===== config.mk =====
export PLATFORM = sky130hd
export DESIGN_NAME = cache_refill_ctrl_flat
export DESIGN_NICKNAME = d
export VERILOG_FILES = /design/src/rtl/cache_refill_ctrl_if.sv /design/src/rtl/cache_refill_ctrl.sv /design/src/flat_wrapper.sv
export SDC_FILE = /design/constraint.sdc
export NUM_CORES = 1
export LEC_CHECK = 0
export BUFFER_PORTS_ARGS = -buffer_cell sky130_fd_sc_hd__buf_4
export CAP_MARGIN = 25
export CORE_ASPECT_RATIO = 1.1
export CORE_MARGIN = 2
export CORE_UTILIZATION = 30
export CTS_BUF_LIST = sky130_fd_sc_hd__clkbuf_8
export DETAILED_ROUTE_END_ITERATION = 10
export PLACE_DENSITY_LB_ADDON = 0.25
export SLEW_MARGIN = 15
export SYNTH_ARGS = -nofsm -noshare
export SYNTH_HDL_FRONTEND = slang
export SYNTH_SLANG_ARGS = --single-unit

===== constraint.sdc =====
create_clock -name clk -period 4.6 [get_ports clk]
set_input_delay 0 -clock clk [delete_from_list [all_inputs] [get_ports clk]]
set_output_delay 0 -clock clk [all_outputs]
set_load 0.05 [all_outputs]

===== src/rtl/cache_refill_ctrl_if.sv =====
// Refill controller bundle: miss-handler request, bus beat stream, cacheram write port, completion.
// Forwarding signals exist only when CACHE_REFILL_FWD_EN is defined.
interface cache_refill_ctrl_if #(
    parameter int DEEPTH     = 2048,
    parameter int BYTE_NUM   = 16,
    parameter int BEAT_BYTES = 8,
    parameter int LINE_ROWS  = 4
);
    localparam int AW    = $clog2(DEEPTH);
    localparam int R     = BYTE_NUM / BEAT_BYTES;
    localparam int BEATS = LINE_ROWS * R;
    localparam int BW    = $clog2(BEATS);
    localparam int IW    = AW - $clog2(LINE_ROWS);

    logic                    req_valid;
    logic                    req_ready;
    logic [IW-1:0]           req_index;
    logic [BW-1:0]           req_beat;
    logic                    beat_valid;
    logic                    beat_ready;
    logic [BEAT_BYTES*8-1:0] beat_data;
    logic                    beat_last;
    logic                    beat_err;
    logic [AW-1:0]           ram_addr;
    logic                    ram_ce;
    logic                    ram_we;
    logic [BYTE_NUM-1:0]     ram_bsel;
    logic [BYTE_NUM*8-1:0]   ram_dataw;
    logic                    done;
    logic                    done_err;
`ifdef CACHE_REFILL_FWD_EN
    logic                    fwd_valid;
    logic [BEAT_BYTES*8-1:0] fwd_data;
`endif

    modport master (
        output req_valid, req_index, req_beat, beat_valid, beat_data, beat_last, beat_err,
`ifdef CACHE_REFILL_FWD_EN
        input  fwd_valid, fwd_data,
`endif
        input  req_ready, beat_ready, ram_addr, ram_ce, ram_we, ram_bsel, ram_dataw,
               done, done_err
    );

    modport slave (
        input  req_valid, req_index, req_beat, beat_valid, beat_data, beat_last, beat_err,
`ifdef CACHE_REFILL_FWD_EN
        output fwd_valid, fwd_data,
`endif
        output req_ready, beat_ready, ram_addr, ram_ce, ram_we, ram_bsel, ram_dataw,
               done, done_err
    );
endinterface


===== src/rtl/cache_refill_ctrl.sv =====
// Cache line refill sequencer: wrap-order bus beats into cacheram rows/byte lanes, then done pulse.
// Optional critical-beat forwarding enabled by defining CACHE_REFILL_FWD_EN.
module cache_refill_ctrl #(
    parameter int DEEPTH     = 2048,
    parameter int BYTE_NUM   = 16,
    parameter int BEAT_BYTES = 8,
    parameter int LINE_ROWS  = 4
) (
    input  logic              clk,
    input  logic              rst_n,
    cache_refill_ctrl_if.slave bus
);
    localparam int AW    = $clog2(DEEPTH);
    localparam int R     = BYTE_NUM / BEAT_BYTES;
    localparam int BEATS = LINE_ROWS * R;
    localparam int BW    = $clog2(BEATS);
    localparam int RW    = $clog2(LINE_ROWS);
    localparam int IW    = AW - RW;
    localparam int DW    = BEAT_BYTES * 8;
    localparam logic [BYTE_NUM-1:0] LANE_MASK = BYTE_NUM'({BEAT_BYTES{1'b1}});

    typedef enum logic [1:0] {S_IDLE, S_FILL, S_FLUSH, S_DONE} state_e;

    state_e              r_state;
    state_e              w_next_state;
    logic [IW-1:0]       r_index;
    logic [BW-1:0]       r_ptr;
    logic [BW-1:0]       r_cnt;
    logic                r_err;

    logic                r_ram_ce;
    logic                r_ram_we;
    logic [AW-1:0]       r_ram_addr;
    logic [BYTE_NUM-1:0] r_ram_bsel;
    logic [BYTE_NUM*8-1:0] r_ram_dataw;

    logic                w_beat_acc;
    logic                w_final_beat;
    logic                w_last_bad;
    logic                w_write;
    logic [BW-1:0]       w_ptr_nxt;
    logic [RW-1:0]       w_row;
    logic [BYTE_NUM-1:0] w_bsel;

    assign w_beat_acc   = (r_state == S_FILL) && bus.beat_valid;
    assign w_final_beat = (r_cnt == BW'(BEATS - 1));
    assign w_last_bad   = (bus.beat_last != w_final_beat);
    assign w_write      = w_beat_acc && !bus.beat_err;
    assign w_ptr_nxt    = (r_ptr == BW'(BEATS - 1)) ? '0 : r_ptr + 1'b1;
    assign w_row        = RW'(32'(r_ptr) / R);
    assign w_bsel       = LANE_MASK << ((32'(r_ptr) % R) * BEAT_BYTES);

    // NOTE: sequential state uses non-blocking assignments so all registers update from pre-edge values.
    always_ff @(posedge clk or negedge rst_n) begin
        if (!rst_n) r_state <= S_IDLE;
        else        r_state <= w_next_state;
    end

    // NOTE: default assignment first so no path leaves the signal unassigned (no latch).
    always_comb begin
        w_next_state = r_state;
        case (r_state)
            S_IDLE:  if (bus.req_valid) w_next_state = S_FILL;
            S_FILL:  if (w_beat_acc && w_final_beat) w_next_state = S_FLUSH;
            S_FLUSH: w_next_state = S_DONE;
            S_DONE:  w_next_state = S_IDLE;
            default: w_next_state = S_IDLE;
        endcase
    end

    always_comb begin
        bus.req_ready  = (r_state == S_IDLE);
        bus.beat_ready = (r_state == S_FILL);
        bus.done       = (r_state == S_DONE);
        bus.done_err   = (r_state == S_DONE) && r_err;
    end

    // Termination is by beat count only; a misplaced beat_last is just flagged.
    always_ff @(posedge clk or negedge rst_n) begin
        if (!rst_n) begin
            r_index <= '0;
            r_ptr   <= '0;
            r_cnt   <= '0;
            r_err   <= 1'b0;
        end else if (r_state == S_IDLE && bus.req_valid) begin
            r_index <= bus.req_index;
            r_ptr   <= bus.req_beat;
            r_cnt   <= '0;
            r_err   <= 1'b0;
        end else if (w_beat_acc) begin
            r_ptr   <= w_ptr_nxt;
            r_cnt   <= r_cnt + 1'b1;
            r_err   <= r_err | bus.beat_err | w_last_bad;
        end
    end

    // Address and data hold between writes; only the strobes and lane mask return to zero.
    always_ff @(posedge clk or negedge rst_n) begin
        if (!rst_n) begin
            r_ram_ce    <= 1'b0;
            r_ram_we    <= 1'b0;
            r_ram_addr  <= '0;
            r_ram_bsel  <= '0;
            r_ram_dataw <= '0;
        end else if (w_write) begin
            r_ram_ce    <= 1'b1;
            r_ram_we    <= 1'b1;
            r_ram_addr  <= {r_index, w_row};
            r_ram_bsel  <= w_bsel;
            r_ram_dataw <= {R{bus.beat_data}};
        end else begin
            r_ram_ce    <= 1'b0;
            r_ram_we    <= 1'b0;
            r_ram_bsel  <= '0;
        end
    end

    assign bus.ram_ce    = r_ram_ce;
    assign bus.ram_we    = r_ram_we;
    assign bus.ram_addr  = r_ram_addr;
    assign bus.ram_bsel  = r_ram_bsel;
    assign bus.ram_dataw = r_ram_dataw;

`ifdef CACHE_REFILL_FWD_EN
    logic          r_fwd_valid;
    logic [DW-1:0] r_fwd_data;
    logic          w_fwd;

    // The first accepted beat is always the critical one.
    assign w_fwd = w_write && (r_cnt == '0);

    always_ff @(posedge clk or negedge rst_n) begin
        if (!rst_n) begin
            r_fwd_valid <= 1'b0;
            r_fwd_data  <= '0;
        end else begin
            r_fwd_valid <= w_fwd;
            r_fwd_data  <= w_fwd ? bus.beat_data : '0;
        end
    end

    assign bus.fwd_valid = r_fwd_valid;
    assign bus.fwd_data  = r_fwd_data;
`endif
endmodule


===== src/flat_wrapper.sv =====
// flat-port wrapper written by rule: the top's interface ports become plain ports
module cache_refill_ctrl_flat 
#(
    parameter int DEEPTH     = 2048,
    parameter int BYTE_NUM   = 16,
    parameter int BEAT_BYTES = 8,
    parameter int LINE_ROWS  = 4
)
  (clk, rst_n, bus_req_valid, bus_req_index, bus_req_beat, bus_beat_valid, bus_beat_data, bus_beat_last, bus_beat_err, bus_req_ready, bus_beat_ready, bus_ram_addr, bus_ram_ce, bus_ram_we, bus_ram_bsel, bus_ram_dataw, bus_done, bus_done_err);
  cache_refill_ctrl_if #(.DEEPTH(DEEPTH), .BYTE_NUM(BYTE_NUM), .BEAT_BYTES(BEAT_BYTES), .LINE_ROWS(LINE_ROWS)) bus_i ();
  input  logic clk;
  input  logic rst_n;
  input wire logic [$bits(bus_i.req_valid)-1:0] bus_req_valid;
  input wire logic [$bits(bus_i.req_index)-1:0] bus_req_index;
  input wire logic [$bits(bus_i.req_beat)-1:0] bus_req_beat;
  input wire logic [$bits(bus_i.beat_valid)-1:0] bus_beat_valid;
  input wire logic [$bits(bus_i.beat_data)-1:0] bus_beat_data;
  input wire logic [$bits(bus_i.beat_last)-1:0] bus_beat_last;
  input wire logic [$bits(bus_i.beat_err)-1:0] bus_beat_err;
  output wire logic [$bits(bus_i.req_ready)-1:0] bus_req_ready;
  output wire logic [$bits(bus_i.beat_ready)-1:0] bus_beat_ready;
  output wire logic [$bits(bus_i.ram_addr)-1:0] bus_ram_addr;
  output wire logic [$bits(bus_i.ram_ce)-1:0] bus_ram_ce;
  output wire logic [$bits(bus_i.ram_we)-1:0] bus_ram_we;
  output wire logic [$bits(bus_i.ram_bsel)-1:0] bus_ram_bsel;
  output wire logic [$bits(bus_i.ram_dataw)-1:0] bus_ram_dataw;
  output wire logic [$bits(bus_i.done)-1:0] bus_done;
  output wire logic [$bits(bus_i.done_err)-1:0] bus_done_err;
  assign bus_i.req_valid = bus_req_valid;
  assign bus_i.req_index = bus_req_index;
  assign bus_i.req_beat = bus_req_beat;
  assign bus_i.beat_valid = bus_beat_valid;
  assign bus_i.beat_data = bus_beat_data;
  assign bus_i.beat_last = bus_beat_last;
  assign bus_i.beat_err = bus_beat_err;
  assign bus_req_ready = bus_i.req_ready;
  assign bus_beat_ready = bus_i.beat_ready;
  assign bus_ram_addr = bus_i.ram_addr;
  assign bus_ram_ce = bus_i.ram_ce;
  assign bus_ram_we = bus_i.ram_we;
  assign bus_ram_bsel = bus_i.ram_bsel;
  assign bus_ram_dataw = bus_i.ram_dataw;
  assign bus_done = bus_i.done;
  assign bus_done_err = bus_i.done_err;
  cache_refill_ctrl #(.DEEPTH(DEEPTH), .BYTE_NUM(BYTE_NUM), .BEAT_BYTES(BEAT_BYTES), .LINE_ROWS(LINE_ROWS)) u_core (.clk(clk), .rst_n(rst_n), .bus(bus_i));
endmodule

# Yosys cells after proc, flatten, opt, wreduce, memory -nomap -nowiden
# Index checks and enable logic that the tools add are counted.
[totals]
ff_bits = 174
output_inout_bits = 161
in_bits = 82
word_cells = 43
[op_classes]
n_shift = 1
addsub = 2
bitwise_logic = 2
n_mux = 12
n_reduce_logical = 9
eq_ne = 8
[ops]
columns = ["op", "count"]
rows = [
  ["2-to-1 mux 16 bit", 1],
  ["left shift 8 x 4 -> 16 bit (first input constant)", 1],
  ["2-to-1 mux 3 bit", 5],
  ["case mux 2 bit (4 select lines)", 1],
  ["adder 3 x 1 -> 3 bit (second input constant)", 2],
  ["== test 3 bit (second input constant)", 2],
  ["logical AND 1 bit", 5],
  ["== test 2 bit (second input constant)", 2],
  ["2-to-1 mux 2 bit", 2],
  ["2-to-1 mux 1 bit", 3],
  ["== test 2 x 1 -> 1 bit (second input constant)", 1],
  ["zero test 2 bit", 1],
  ["!= test 2 x 1 -> 1 bit (second input constant)", 1],
  ["!= test 2 bit (second input constant)", 1],
  ["OR 1 bit", 2],
  ["AND reduction 2 bit", 1],
  ["nonzero test 2 bit", 1],
  ["zero test 1 bit", 1],
  ["!= test 1 bit", 1],
]

# Logic depth before layout (Yosys ltp)
# Gate-level depths: netlist (run 1).
[logic_depth]
depth_word = 5
depth_mapped = 7
ltp_nobuf = 5

# Worst setup path before layout (run 1)
# No wires, ideal clock.
[synth_timing]
path_type = "reg2reg"
from = "register u_core.r_state[1]"
to = "register u_core.r_ram_addr[6] (netlist: u_core.bus.ram_addr[6])"
required_time_ns = 4.475
period_less_slack_ns = 1.908
slack_ns = 2.692
path_stages_with_launch = 7
setup_time_ns = 0.125
arrival_ns = 1.782
n_path_buf = 2
path_cell_list = "dfrtp_1 > inv_1 > ha_1 > nand3_2 > buf_4 > buf_6 > mux2_4"
[synth_between]
elab_chain_cells = 3
[synth_lines]
columns = ["element", "line_no", "rtl"]
rows = [
  ["start, declared", "cache_refill_ctrl.sv:24", "state_e r_state;"],
  ["start signal, assigned", "cache_refill_ctrl.sv:56", "else r_state <= w_next_state;"],
  ["== test 2 x 1 -> 1 bit", "-", ""],
  ["via bus_beat_ready", "flat_wrapper.sv:21", "output wire logic [$bits(bus_i.beat_ready)-1:0] bus_beat_ready;"],
  ["logical AND 1 bit", "cache_refill_ctrl.sv:45", "assign w_beat_acc = (r_state == S_FILL) && bus.beat_valid;"],
  ["logical AND 1 bit", "cache_refill_ctrl.sv:48", "assign w_write = w_beat_acc && !bus.beat_err;"],
  ["end signal, assigned", "cache_refill_ctrl.sv:108", "r_ram_addr <= {r_index, w_row};"],
  ["end, declared", "cache_refill_ctrl.sv:33", "logic [AW-1:0] r_ram_addr;"],
]
# The timed path passes the listed nets, and every way through them passes these cells.
# A chain may end at the register's enable or synchronous reset.

# Worst setup path in the final report (run 1)
[layout_timing]
from = "register u_core.r_state[1]"
to = "register u_core.r_ram_dataw[89] (netlist: u_core.bus.ram_dataw[89])"
[layout_between]
elab_chain_cells = 3
[layout_lines]
columns = ["element", "line_no", "rtl"]
rows = [
  ["== test 2 x 1 -> 1 bit", "cache_refill_ctrl.sv:45", ""],
  ["logical AND 1 bit", "cache_refill_ctrl.sv:45", ""],
  ["logical AND 1 bit", "cache_refill_ctrl.sv:48", ""],
  ["end signal, assigned", "cache_refill_ctrl.sv:110", "r_ram_dataw <= {R{bus.beat_data}};"],
  ["end, declared", "cache_refill_ctrl.sv:35", "logic [BYTE_NUM*8-1:0] r_ram_dataw;"],
]
# Every way passes these cells.

==> flow_summary.toml, run 1 <==
[drt]
routed_wl_um = 11000
antenna_left = 0
wl_per_cell_um = 14.6
drtIter0Drc = 67
drcViolationCount = 0
vias = 3156
dr.pass1.iters = 4
viasPerCell = 4.20

[cells_and_area]
n_fill_cell = 1299
drive_above_1_share = 0.604
final_cell_mix = "buf_4 (244), dfrtp_1 (96), dlygate4sd3_1 (78)"
final_area_mm2 = 0.00682
areaGrowthSynthToFinish_pct = 55.1
mostFrequentLayoutCell = "buf_4"
diodes = 0
final_cells = 752
fin_nets = 645

[place]
place_area_mm2 = 0.00582
portBuffers = 242
dp_cells = 658
place_congestion = 0.685
hpwl_um = 7810

[global_route]
grt_pass1_vias = 3268
grt_pass1_wl_um = 16900
grt_remaining_overflow = 0
antenna_found_initial = 0
grt_max_degree = 50
grt_use_total = 0.139

[timing]
fmax_mhz = 431
setup_violations = 0
min_period_ns = 2.32
slew_viol_final = 0
fin_setup_tns_ns = 0
worst_pin_slew_ns = 0.639
finalHoldViolCount = 0
slew_headroom = 0.574
period_share = 0.505
rsz0062_at_grt = "false"
finClkSkew_ns = 0.00683
fin_hold_ws_ns = 0.0659

[synth]
syn-mean-instance-area_um2 = 14.2
synth-seq-area-share = 0.546
syn_area_mm2 = 0.00440
yosys_warnings = 0
synth_area_leaders = "dfrtp_1 (55%), mux2_2 (15%), buf_4 (14%)"
synthCells = 310
synth_top_area_frac = 0.546
synthesis.nets = 400
ys_ff_latch = 96
yosysTopAreaCell = "dfrtp_1"
synth_cell_types = 21

[setup_path]
path_buf_inv = 2
critical_path.cell_chain = "inv_1, ha_1, nand3_4, buf_4, mux2_2"
endpoint_kind = "flop"
slowest_stage = "buf_4"
critical_path.top_delay_family = "buffers and inverters"
cp_data_arrival_time_ns = 2.57
crit_type = "reg2reg"
max_stage_delay_ns = 0.61
required_ns = 4.85
start_kind = "flop"
crit_fanout = 42

[floorplan]
core_mm2 = 0.0144
start_util = 0.306
io_pins = 243
die_h_um = 131
row_count = 46
die-area_mm2 = 0.0156
die_x_um = 119

[clocking]
clock-sinks = 96
cts_tree = "yes"
cts.clk_slew.worst_paths_ns = 0.09
clock_latency_ns = 0.36
htreeDepth = 3
root_buffer = "clkbuf_8"
cts_buffer_depth = 2
cts_buffers = 9
cts_resized = 0

[run]
cap_viol_max_count = 0

[worst_hold_path]
hold_class = "in2reg"

[status]
status = "finished clean"
[routing by layer]
metal,up-vias,global-route usage,part of all wire
met3,13,0.0317,0.067
met5,-,0,0
met1,1545,0.156,0.37
met4,0,0.0637,0.017
met2,141,0.255,0.54
li1,1457,-,-
[worst reg2reg max path, delay by kind of cell (launching register included)]
family / cells / cell delay (ns)
muxes: 1 / 0.44
buffers and inverters: 2 / 0.69
DFF: 1 / 0.40
adders and majority gates: 1 / 0.26
and+or+nand+nor: 1 / 0.42
[worst paths after layout]
| kind | cells after the start | slack (ns) | from | endpoint |
|---|---|---|---|---|
| worst min-delay path | 4 | 0.07 | bus_beat_last | u_core.r_err$_DFFE_PN0P_ |
| worst max-delay path | 5 | 2.28 | u_core.r_state[1]$_DFFE_PN0P_ | u_core.bus.ram_dataw[89]$_DFFE_PN0N_ |
| worst max register to register | 5 | 2.28 | u_core.r_state[1]$_DFFE_PN0P_ | u_core.bus.ram_dataw[89]$_DFFE_PN0N_ |
| min in group asynchronous | 2 | 0.17 | rst_n | u_core.bus.ram_dataw[102]$_DFFE_PN0N_ |
| worst min register to register | 1 | 0.50 | u_core.r_err$_DFFE_PN0P_ | u_core.r_err$_DFFE_PN0P_ |
| max in group asynchronous | 3 | 3.32 | rst_n | u_core.bus.ram_dataw[114]$_DFFE_PN0N_ |
[flip-flops by register name (all words and copies together) (netlist names), 2 cells and up]
signal                count
u_core.bus.ram_addr      11
u_core.bus.ram_bsel       2
u_core.bus.ram_dataw     64
u_core.r_cnt              3
u_core.r_index            9
u_core.r_ptr              3
u_core.r_state            2
[per-stage QoR]
| step | utilization | setup slack, ns |
|---|---|---|
| after floorplan | - | 2.69 |
| after global placement | 0.404 | 2.32 |
| after detailed placement | 0.404 | 2.24 |
| after CTS | 0.474 | 2.23 |
| after global routing | 0.474 | 2.12 |
| final | 0.474 | 2.28 |
[synthesized netlist by cell type]
| master | instances |
|---|---|
| xnor2_1 | 1 |
| dfrtp_1 | 96 |
| nand3_2 | 1 |
| a21oi_1 | 8 |
| mux2_2 | 57 |
| o21a_1 | 1 |
| mux2_1 | 8 |
| buf_4 | 80 |
| mux2i_1 | 5 |
| ha_1 | 8 |
| buf_2 | 5 |
| inv_1 | 5 |
| a21boi_0 | 1 |
| nand2_1 | 1 |
| and2_1 | 2 |
| mux2_4 | 20 |
| nor2_1 | 5 |
| o32a_1 | 1 |
| nand2_2 | 1 |
| buf_6 | 3 |
| xor2_1 | 1 |
[repair_timing]
action	in CTS	in global routing
endpoints found under the hold margin	126	0
hold buffers	78	0
buffers inserted	0	0
[layout make-up]
| cell class | count | area [um2] | area share |
|---|---|---|---|
| Clock inverter | 6 | 83.8 | 0.0123 |
| Sequential cell | 96 | 2400 | 0.352 |
| Clock buffer | 10 | 138 | 0.0202 |
| Timing Repair Buffer | 322 | 2610 | 0.383 |
| Tap cell | 192 | 240 | 0.0352 |
| Multi-Input combinational cell | 121 | 1320 | 0.194 |
| Inverter | 5 | 18.8 | 0.00275 |
[kinds of logic (layout without fill, tap and decap cells)]
group           Yosys count  in the layout  share of synthesized area
mux                      90             90                      0.246
simple gates             10             10                     0.0117
buf+inv                  93            343                      0.154
xor+xnor                  2              2                    0.00398
fa+ha+maj                 8              8                     0.0228
compound gates           11             11                     0.0148
flops                    96             96                      0.546
Power of run 1 is not shown: default switching activity piles up to over one toggle a cycle in this logic, so the estimate is an artifact.
==> run 2: changes to the inputs <==
==> constraint.sdc (replaced) <==
create_clock -name clk -period 2 [get_ports clk]
set_input_delay 0 -clock clk [delete_from_list [all_inputs] [get_ports clk]]
set_output_delay 0 -clock clk [all_outputs]
set_load 0.05 [all_outputs]
==> run 2 against run 1 <==
Effect of this change: utilization grew 0.48 points; cell count grew 0.40%; first-iteration DRC count shrank 13%; clock skew grew 0.0017 ns; routed wire length is essentially flat; register-to-register slack lost 1.9 ns; clock-buffer cell count shrank 1; sequential cell count is the same; worst hold slack lost 0.011 ns; sequential share of layout area shrank 0.35 points; worst setup slack lost 1.9 ns; highest routed layer is now met5.
==> flow_summary.toml, run 2 (synthesis results as in run 1) <==
[setup_path]
slowest_stage = "dfrtp_1"
start_kind = "flop"
critical_path.cell_chain = "inv_1, ha_1, nand3_4, buf_12, mux2_2"
endpoint_kind = "flop"
crit_fanout = 46
crit_type = "reg2reg"
cp_data_arrival_time_ns = 1.87
max_stage_delay_ns = 0.40
required_ns = 2.26

[cells_and_area]
areaGrowthSynthToFinish_pct = 56.7
mostFrequentLayoutCell = "buf_4"
multiInputGateArea_mm2 = 0.00132
final_cell_mix = "buf_4 (243), dfrtp_1 (96), dlygate4sd3_1 (78)"
final_cells = 755
largest_reg_flops = 64
fin_nets = 647
n_fill_cell = 1306
drive_above_1_share = 0.605
regArea_mm2 = 0.00240
final_area_mm2 = 0.00689

[clocking]
cts_buffers = 9
clock_latency_ns = 0.37
clock-sinks = 96
cts_setup_buffers = 0
root_buffer = "clkbuf_8"
cts_buffer_depth = 2
cts.clk_slew.worst_paths_ns = 0.09
cts_tree = "yes"
htreeDepth = 3

[timing]
fin_hold_ws_ns = 0.0549
period_share = 0.807
fin_setup_tns_ns = 0
finalHoldViolCount = 0
rsz0062_at_grt = "false"
fmax_mhz = 619
worst_pin_slew_ns = 0.609
slew_headroom = 0.594
setup_violations = 0
slew_viol_final = 0
min_period_ns = 1.61
finClkSkew_ns = 0.00853

[place]
dp_cells = 660
hpwl_um = 7750
place_area_mm2 = 0.00587
place_congestion = 0.698
portBuffers = 242

[drt]
antenna_left = 0
viasPerCell = 4.14
vias = 3124
dr.pass1.iters = 2
wl_per_cell_um = 14.6
routed_wl_um = 11000
drcViolationCount = 0
drtIter0Drc = 58

[global_route]
grt_use_total = 0.140
grt_pass1_vias = 3265
grt_pass1_wl_um = 16900
grt_max_degree = 47
antenna_found_initial = 2
grt_remaining_overflow = 0

[floorplan]
core_mm2 = 0.0144
die-area_mm2 = 0.0156
row_count = 46
die_h_um = 131
io_pins = 243
die_x_um = 119
start_util = 0.306

[run]
cap_viol_max_count = 0

[status]
status = "finished clean"

[worst_hold_path]
hold_class = "in2reg"
run 2: changes by cell type in the layout (fill, tap and decap cells not counted), sizes merged:
| cell | change |
|---|---|
| clkinvlp | -1 |
| buf | +2 |
| diode | +1 |
| clkbuf | -1 |
| clkinv | +1 |
| bufinv | +1 |
run 2: cell type report:
| type | instances | share of cell area |
|---|---|---|
| clock inverter | 7 | 0.0162 |
| sequential | 96 | 0.349 |
| clock buffer | 9 | 0.0180 |
| tap | 192 | 0.0349 |
| antenna | 1 | 0.000363 |
| timing repair buffer | 324 | 0.387 |
| multi-input combinational | 121 | 0.192 |
| inverter | 5 | 0.00272 |
run 2: path summary, 6_finish.rpt:
check	from	slack [ns]	endpoint	cells after the start
max reg2reg	u_core.r_state[1]$_DFFE_PN0P_	0.39	u_core.bus.ram_dataw[106]$_DFFE_PN0N_	5
max	u_core.r_state[1]$_DFFE_PN0P_	0.39	u_core.bus.ram_dataw[106]$_DFFE_PN0N_	5
min reg2reg	u_core.r_err$_DFFE_PN0P_	0.50	u_core.r_err$_DFFE_PN0P_	1
max in group asynchronous	rst_n	1.14	u_core.bus.ram_dataw[126]$_DFFE_PN0N_	3
min	bus_beat_last	0.05	u_core.r_err$_DFFE_PN0P_	4
min in group asynchronous	rst_n	0.17	u_core.bus.ram_dataw[102]$_DFFE_PN0N_	2
run 2: what timing repair did:
action	4_1_cts	5_1_grt
hold buffers	78	0
hold endpoints to repair	123	0
gates resized for setup	0	0
run 2: layer usage:
metal  vias to the layer above  GRT usage  part of all wire
met1                      1514      0.155              0.38
met4                         2     0.0651             0.022
met5                         -          0            0.0015
met2                       136      0.249              0.52
li1                       1454          -                 -
met3                        18     0.0404             0.076
run 2: per-stage QoR:
stage	setup slack (ns)	utilization
floorplan	0.0924	-
CTS	0.369	0.479
global placement	0.440	0.408
finish	0.385	0.479
global route	0.267	0.479
detailed placement	0.382	0.408
run 2: worst max-delay path: cells and delay by family, from the launching register on:
family,cells,cell delay (ns)
AND/OR/NAND/NOR,1,0.11
buffers and inverters,2,0.34
multiplexers,1,0.38
flip-flops,1,0.40
adder cells (fa/ha/maj),1,0.24
Power of run 2 is left out for the same reason.
